--- src/rtl/fetch_queue.sv ---
// Instruction fetch queue: issues one imem read per cycle while space remains and
// buffers {pc, instruction} pairs in a circular FIFO presented to decode.
module fetch_queue #(
  parameter int unsigned DEPTH = 4
) (
  input  logic        clk,
  input  logic        rst,
  input  logic [31:0] pc,
  output logic        pc_advance,
  output logic        imem_req,
  output logic [31:0] imem_addr,
  input  logic [31:0] imem_rdata,
  input  logic        redirect,
  output logic        instr_valid,
  output logic [31:0] instr,
  output logic [31:0] instr_pc,
  input  logic        decode_ready
);

  localparam int unsigned PW = $clog2(DEPTH);
  localparam int unsigned CW = PW + 1;
  localparam int unsigned OW = CW + 1;

  typedef enum logic {FS_IDLE, FS_WAIT} fstate_e;

  typedef struct packed {
    logic [31:0] pc;
    logic [31:0] word;
  } entry_t;

  entry_t          mem_q [DEPTH];
  logic [PW-1:0]   rd_ptr_q, rd_ptr_d;
  logic [PW-1:0]   wr_ptr_q, wr_ptr_d;
  logic [CW-1:0]   count_q, count_d;
  logic [31:0]     inflight_pc_q, inflight_pc_d;
  fstate_e         state_q;
  logic            push, pop, issue;
  logic [OW-1:0]   occ_after;

  // Handshakes: the outstanding read counts against capacity so a response always has room.
  always_comb begin
    instr_valid = (count_q != '0) && !redirect;
    pop         = instr_valid && decode_ready;
    push        = (state_q == FS_WAIT) && !redirect;
    occ_after   = OW'(count_q) + OW'(state_q == FS_WAIT) - OW'(pop);
    issue       = !rst && !redirect && (occ_after < OW'(DEPTH));
    imem_req    = issue;
    pc_advance  = issue;
    imem_addr   = pc;
    instr       = mem_q[rd_ptr_q].word;
    instr_pc    = mem_q[rd_ptr_q].pc;
  end

  // Pointer, occupancy and in-flight pc next state; redirect flushes everything.
  always_comb begin
    rd_ptr_d      = rd_ptr_q;
    wr_ptr_d      = wr_ptr_q;
    count_d       = count_q;
    inflight_pc_d = inflight_pc_q;
    if (redirect) begin
      rd_ptr_d = '0;
      wr_ptr_d = '0;
      count_d  = '0;
    end else begin
      if (push) wr_ptr_d = PW'(wr_ptr_q + 1'b1);
      if (pop)  rd_ptr_d = PW'(rd_ptr_q + 1'b1);
      count_d = CW'(count_q + CW'(push) - CW'(pop));
    end
    if (issue) inflight_pc_d = pc;
  end

  always_ff @(posedge clk or posedge rst) begin
    if (rst) begin
      rd_ptr_q      <= '0;
      wr_ptr_q      <= '0;
      count_q       <= '0;
      inflight_pc_q <= '0;
      state_q       <= FS_IDLE;
    end else begin
      rd_ptr_q      <= rd_ptr_d;
      wr_ptr_q      <= wr_ptr_d;
      count_q       <= count_d;
      inflight_pc_q <= inflight_pc_d;
      state_q       <= issue ? FS_WAIT : FS_IDLE;
    end
  end

  // Data storage needs no reset; contents are only observed behind instr_valid.
  always_ff @(posedge clk) begin
    if (push) mem_q[wr_ptr_q] <= '{pc: inflight_pc_q, word: imem_rdata};
  end

endmodule

--- config.mk ---
export PLATFORM = sky130hd
export DESIGN_NAME = fetch_queue
export DESIGN_NICKNAME = d
export VERILOG_FILES = /design/src/rtl/fetch_queue.sv
export SDC_FILE = /design/constraint.sdc
export NUM_CORES = 1
export LEC_CHECK = 0
export CAP_MARGIN = 20
export CORE_UTILIZATION = 45
export CTS_CLUSTER_DIAMETER = 120
export DETAILED_ROUTE_END_ITERATION = 12
export GPL_TIMING_DRIVEN = 0
export PLACE_DENSITY = 0.68
export SYNTH_ARGS = -nofsm -noshare
export SYNTH_HDL_FRONTEND = slang
export SYNTH_SLANG_ARGS = --single-unit
--- constraint.sdc ---
create_clock -name clk -period 4.1 [get_ports clk]
set_clock_uncertainty 0.2 [all_clocks]
set_input_delay 0.41 -clock clk [delete_from_list [all_inputs] [get_ports clk]]
set_output_delay 0.41 -clock clk [all_outputs]
set_load 0.02 [all_outputs]
; ---- Word level (Yosys, flattened, before mapping)
; Memories as Yosys holds them, arrays and structs flattened.
; Index checks and enable logic that the tools add are counted.
; W data, S select, Z words.
[op_classes]
add_sub_neg = 6
n_mux = 8
reduce_logical = 10
magnitude_cmp = 1
[ops]
columns = operator, count
row1 = $mux W2, 4
row2 = $logic_and A1 B1 Y1, 5
row3 = $add A2 B1 Y2 const B, 2
row4 = $add A3 B1 Y4, 1
row5 = $lt A4 B3 Y1 const B, 1
row6 = $reduce_bool A2 Y1, 2
row7 = $sub A4 B1 Y4, 1
row8 = $add A3 B1 Y3, 1
row9 = $mux W1, 3
row10 = $mux W3, 1
row11 = $reduce_bool A3 Y1, 1
row12 = $sub A3 B1 Y3, 1
row13 = $logic_not A1 Y1, 2
[totals]
in_bits = 68
wordCells = 31
register_bits = 40
out_inout_bits = 99
ramBits = 256
n_memories = 1
[memory_table]
columns = memory, words, width, rd, rd_clocked_by_memory_dff, write_ports, line_no
row1 = mem_q, 4, 64, 1, 0, 1, 31  ; entry_t mem_q [DEPTH];

; ---- Depth between registers and ports, before layout
; Gate-level depths: netlist (run 1).
[depth]
depth_word = 7
mapped_depth = 11

; ---- Least setup slack after synthesis (run 1)
; OpenSTA, ideal clock, no wires.
[synth_timing]
path_type = reg2out
startpoint = register count_q[1]
endpoint = output pc_advance
stages_incl_launch_ff = 12
arrival_time_ps = 2563
path_buffers = 2
path_slack_ps = 927
required_ps = 3490
path_cell_list = dfrtp_1 > nor3_1 > nand2b_1 > nor2_1 > ha_1 > inv_1 > ha_1 > and3b_1 > a2111o_1 > a211oi_4 > buf_8 > buf_4
[synth_via]
elab_chain_cells = 6
word_cells_on_any_way = 7
[synth_lines]
columns = item, line_no
row1 = "start, declared", 34  ; logic [CW-1:0] count_q, count_d;
row2 = "start signal, assigned", 82  ; count_q <= count_d;
row3 = "parallel branches: the longest is 3 deep, another holds $add A3 B1 Y4", n/a
row4 = $sub A4 B1 Y4 (*), 45  ; occ_after = OW'(count_q) + OW'(state_q == FS_WAIT) - OW'(pop);
row5 = $lt A4 B3 Y1 (*), 46  ; issue = !rst && !redirect && (occ_after < OW'(DEPTH));
row6 = $logic_and A1 B1 Y1 (*), 46
row7 = "end, declared", 9  ; output logic pc_advance,
; Mark *: on every way between the ends.

; ---- Final worst setup path (run 1)
[layout_timing]
startpoint = input redirect
endpoint = output pc_advance
[layout_via]
elab_chain_cells = 6
word_cells_on_any_way = 7
[layout_lines]
columns = item, line_no
row1 = "start, declared", 13  ; input logic redirect,
row2 = $logic_not A1 Y1 (*), "42, 46"
row3 = $logic_and A1 B1 Y1, 42  ; instr_valid = (count_q != '0) && !redirect;
row4 = $logic_and A1 B1 Y1, 43  ; pop = instr_valid && decode_ready;
row5 = $sub A4 B1 Y4, 45
row6 = $lt A4 B3 Y1, 46
row7 = $logic_and A1 B1 Y1 (*), 46
; Mark *: on every way between the ends. The rest lies on a longest branch, timed or not.

==> qor.txt, run 1 <==
Die area -> 25780 µm²
Count of cell types in the netlist -> 27
Post-synth EDFFs -> 256
Initial antenna violation count -> 0
Leakage -> 4.946 nW
Final ANT Viol Nets -> 0
Status -> completed
First-pass DRT Iterations -> 4
Core area -> 24460 µm²
Final hold violation count -> 0
Reg2reg setup slack -> 0.69 ns
Metal-1 WL -> 8.687 mm
CTS Buf Count -> 29
Post-DP HPWL -> 12.97 mm
Final instance area -> 14550 µm²
Share of layout cells above drive strength 1 -> 27.72%
Area of the multi-input gates -> 2256 µm²
Peak supply drop -> 322.0 µV
First-pass GRT wire length -> 32.36 mm
Setup Slack @ Placement -> -0.5043 ns
Placed instance area -> 13510 µm²
Ys Warns -> 0
Synth async-reset ratio -> 13.51%
Sequential-to-total area share from yosys stat -> 76.79%
Min cycle time layout -> 3.889 ns
Synth Area per Inst -> 23.04 µm²
TritonCTS clock tree -> built
Cell taking the most area after synthesis -> edfxtp_1
Commonest cells in the netlist -> 256 x edfxtp_1, 64 x mux4_2, 40 x dfrtp_1
Max-slew violations -> 0
Non-filler instance count after layout -> 1042
Number of global-route vias before repair -> 5741
Clk root buf -> clkbuf_16
CTS sink count -> 296
Vias -> 5306
Setup TNS -> 0 ns
Reg area -> 8688 µm²
Area grow syn2layout -> 28.60%
Fillers -> 1756
Clock Latency Late Sink -> 0.53 ns
Count leader, synth -> edfxtp_1
Fmax -> 257.2 MHz
Final wirelength -> 20.74 mm
Sw power -> 2.297 mW
Critical path's top delay family -> buffers and inverters
Initial Util -> 46.25%
Setup slack after layout -> 0.2114 ns
Routed length on met2 -> 10.62 mm
Port bufs -> 166
Post-Place Cells -> 986
Worst hold margin -> 0.09806 ns
CP Class -> in -> out
Total I/O pin count -> 167
Comb power frac -> 24.6%
Pint -> 6.670 mW
Global route overflow -> 0
Gr usage total -> 16.53%
Register bit total from synthesis -> 296
Pwr/cell area -> 616.3 nW/µm²
Die width -> 160.6 µm
Nature of the critical path startpoint -> input port
MaxCap Viol Count -> 0
Worst Path Buf+Inv -> 6
Crit path largest cell delay -> 0.52 ns
# setup viols final -> 0
Sw frac -> 25.62%
N_diodes -> 0
Final Power -> 8.967 mW
Chip Height -> 160.6 µm
CP Cell Sequence -> clkdlybuf4s50_1 -> clkbuf_1 -> nor2_1 -> ha_1 -> inv_1 -> ha_1 -> and3b_1 -> a2111o_1 -> a211oi_4 -> buf_12 -> buf_4 -> buf_4
Relative slew slack -> 39.52%
Arrival time worst endpoint -> 3.28 ns
WL met3 -> 1.030 mm
CP max stage cell -> clkdlybuf4s50_1
WP data required -> 3.49 ns
# nets final -> 773
Largest net degree at the start of global routing -> 38
H-Tree Depth -> 1
Synthesized cell area -> 11310 µm²
DRT iter0 DRCs -> 330
HP Class -> in -> async
Critical path endpoint category -> output port
Clock buffer depth -> 3
Crit path max fanout -> 12
Max Used Layer -> met4
Slew @ Worst Pin -> 0.9072 ns
Final Util -> 59.48%
RSZ-0062 raised after global routing -> no
Top cells by area, synth -> edfxtp_1 68%, mux4_2 13%, dfrtp_1 8.8%, mux2_4 3.8%, buf_4 2.2%
Clock power frac -> 30.7%
Syn Inst Count -> 491
CTS clk-pin slew, worst paths -> 0.06 ns
Seq pwr share -> 44.7%
Avg Vias per Cell -> 5.092
Synth top area share -> 67.94%
RePlAce Congestion -> 0.7209
Period utilization -> 94.84%
Top FF cell, synth -> edfxtp_1
Synth Net Count -> 569
DRC -> 0
Routed len/inst -> 19.90 µm
Row cnt -> 57
## routing by layer
| metal | GRT usage (%) | up-vias |
|---|---|---|
| li1 | - | 2373 |
| met5 | 0 | - |
| met4 | 4.372 | 0 |
| met3 | 2.763 | 32 |
| met1 | 21.78 | 2752 |
| met2 | 28.55 | 149 |
## area by class of cell
| class | count | area share, % |
|---|---|---|
| Buffer | 51 | 2.468 |
| Clock buffer | 38 | 5.495 |
| Clock inverter | 16 | 1.513 |
| Inverter | 10 | 0.2580 |
| Multi-Input combinational cell | 134 | 15.50 |
| Sequential cell | 296 | 59.71 |
| Tap cell | 324 | 2.786 |
| Timing Repair Buffer | 173 | 12.26 |
## power groups by stage
stage / combinational (mW) / sequential [mW] / clock (mW)
2_1_floorplan: 1.41 / 3.99 / 0
3_3_place_gp: 2.17 / 4.03 / 0
3_5_place_dp: 2.22 / 4.07 / 0
4_1_cts: 2.24 / 4.01 / 2.82
5_1_grt: 2.35 / 4.05 / 2.94
6_report: 2.21 / 4.01 / 2.76
## flip-flops by register name, summed over array words and instances, names as in the netlist
register	cells
mem_q	256
state_q	1
inflight_pc_q	32
wr_ptr_q	2
count_q	3
rd_ptr_q	2
## cell families after synthesis
logic type | count (synthesis) | synth area share [%]
XOR/XNOR | 4 | 0.3097
AO/OA/AOI/OAI | 3 | 0.3428
adder cells (fa/ha/maj) | 10 | 1.172
buffers and inverters | 61 | 3.461
AND/OR/NAND/NOR | 20 | 0.9510
flip-flops | 296 | 76.79
multiplexers | 97 | 16.97
## repair_timing
| action | 4_1_cts | 5_1_grt |
|---|---|---|
| setup buffers | 1 | 1 |
| endpoints found under the setup margin | 2 | 2 |
| pin swaps | 1 | 1 |
| gates resized for setup | 5 | 3 |
| hold buffers | 0 | 0 |
## placed cells by master (no fill, tap or decap), drive strengths merged, types with 2 or more instances in the layout
cell type and n:
clkdlybuf4s50 164, xor2 3, inv 11, clkbuf 45
bufinv 5, dfrtp 40, buf 53, edfxtp 256
or2b 2, mux2 32, and2 4, clkinv 9
ha 9, nor2 9, mux4 64
## final timing paths
kind / start / to / cells past startpoint
min reg2reg: inflight_pc_q[28] / mem_q[2][60] / 0
max reg2reg: count_q[1] / inflight_pc_q[26] / 13
max in group asynchronous: rst / inflight_pc_q[2] / 3
min in group clk: pc[12] / inflight_pc_q[12] / 2
min: rst / count_q[1] / 2
max: redirect / pc_advance / 12
Note: power is estimated with default switching activity, not from simulation.
==> run 2, diff against run 1 <==
--- a/config.mk
+++ b/config.mk
@@ -7,10 +7,11 @@
 export LEC_CHECK = 0
 export CAP_MARGIN = 20
 export CORE_UTILIZATION = 45
-export CTS_CLUSTER_DIAMETER = 120
+export CTS_CLUSTER_DIAMETER = 80
 export DETAILED_ROUTE_END_ITERATION = 12
 export GPL_TIMING_DRIVEN = 0
 export PLACE_DENSITY = 0.68
 export SYNTH_ARGS = -nofsm -noshare
 export SYNTH_HDL_FRONTEND = slang
 export SYNTH_SLANG_ARGS = --single-unit
+export TNS_END_PERCENT = 1
==> results of run 2 <==
The final DEF is identical to that of run 1; final timing and power are the same.
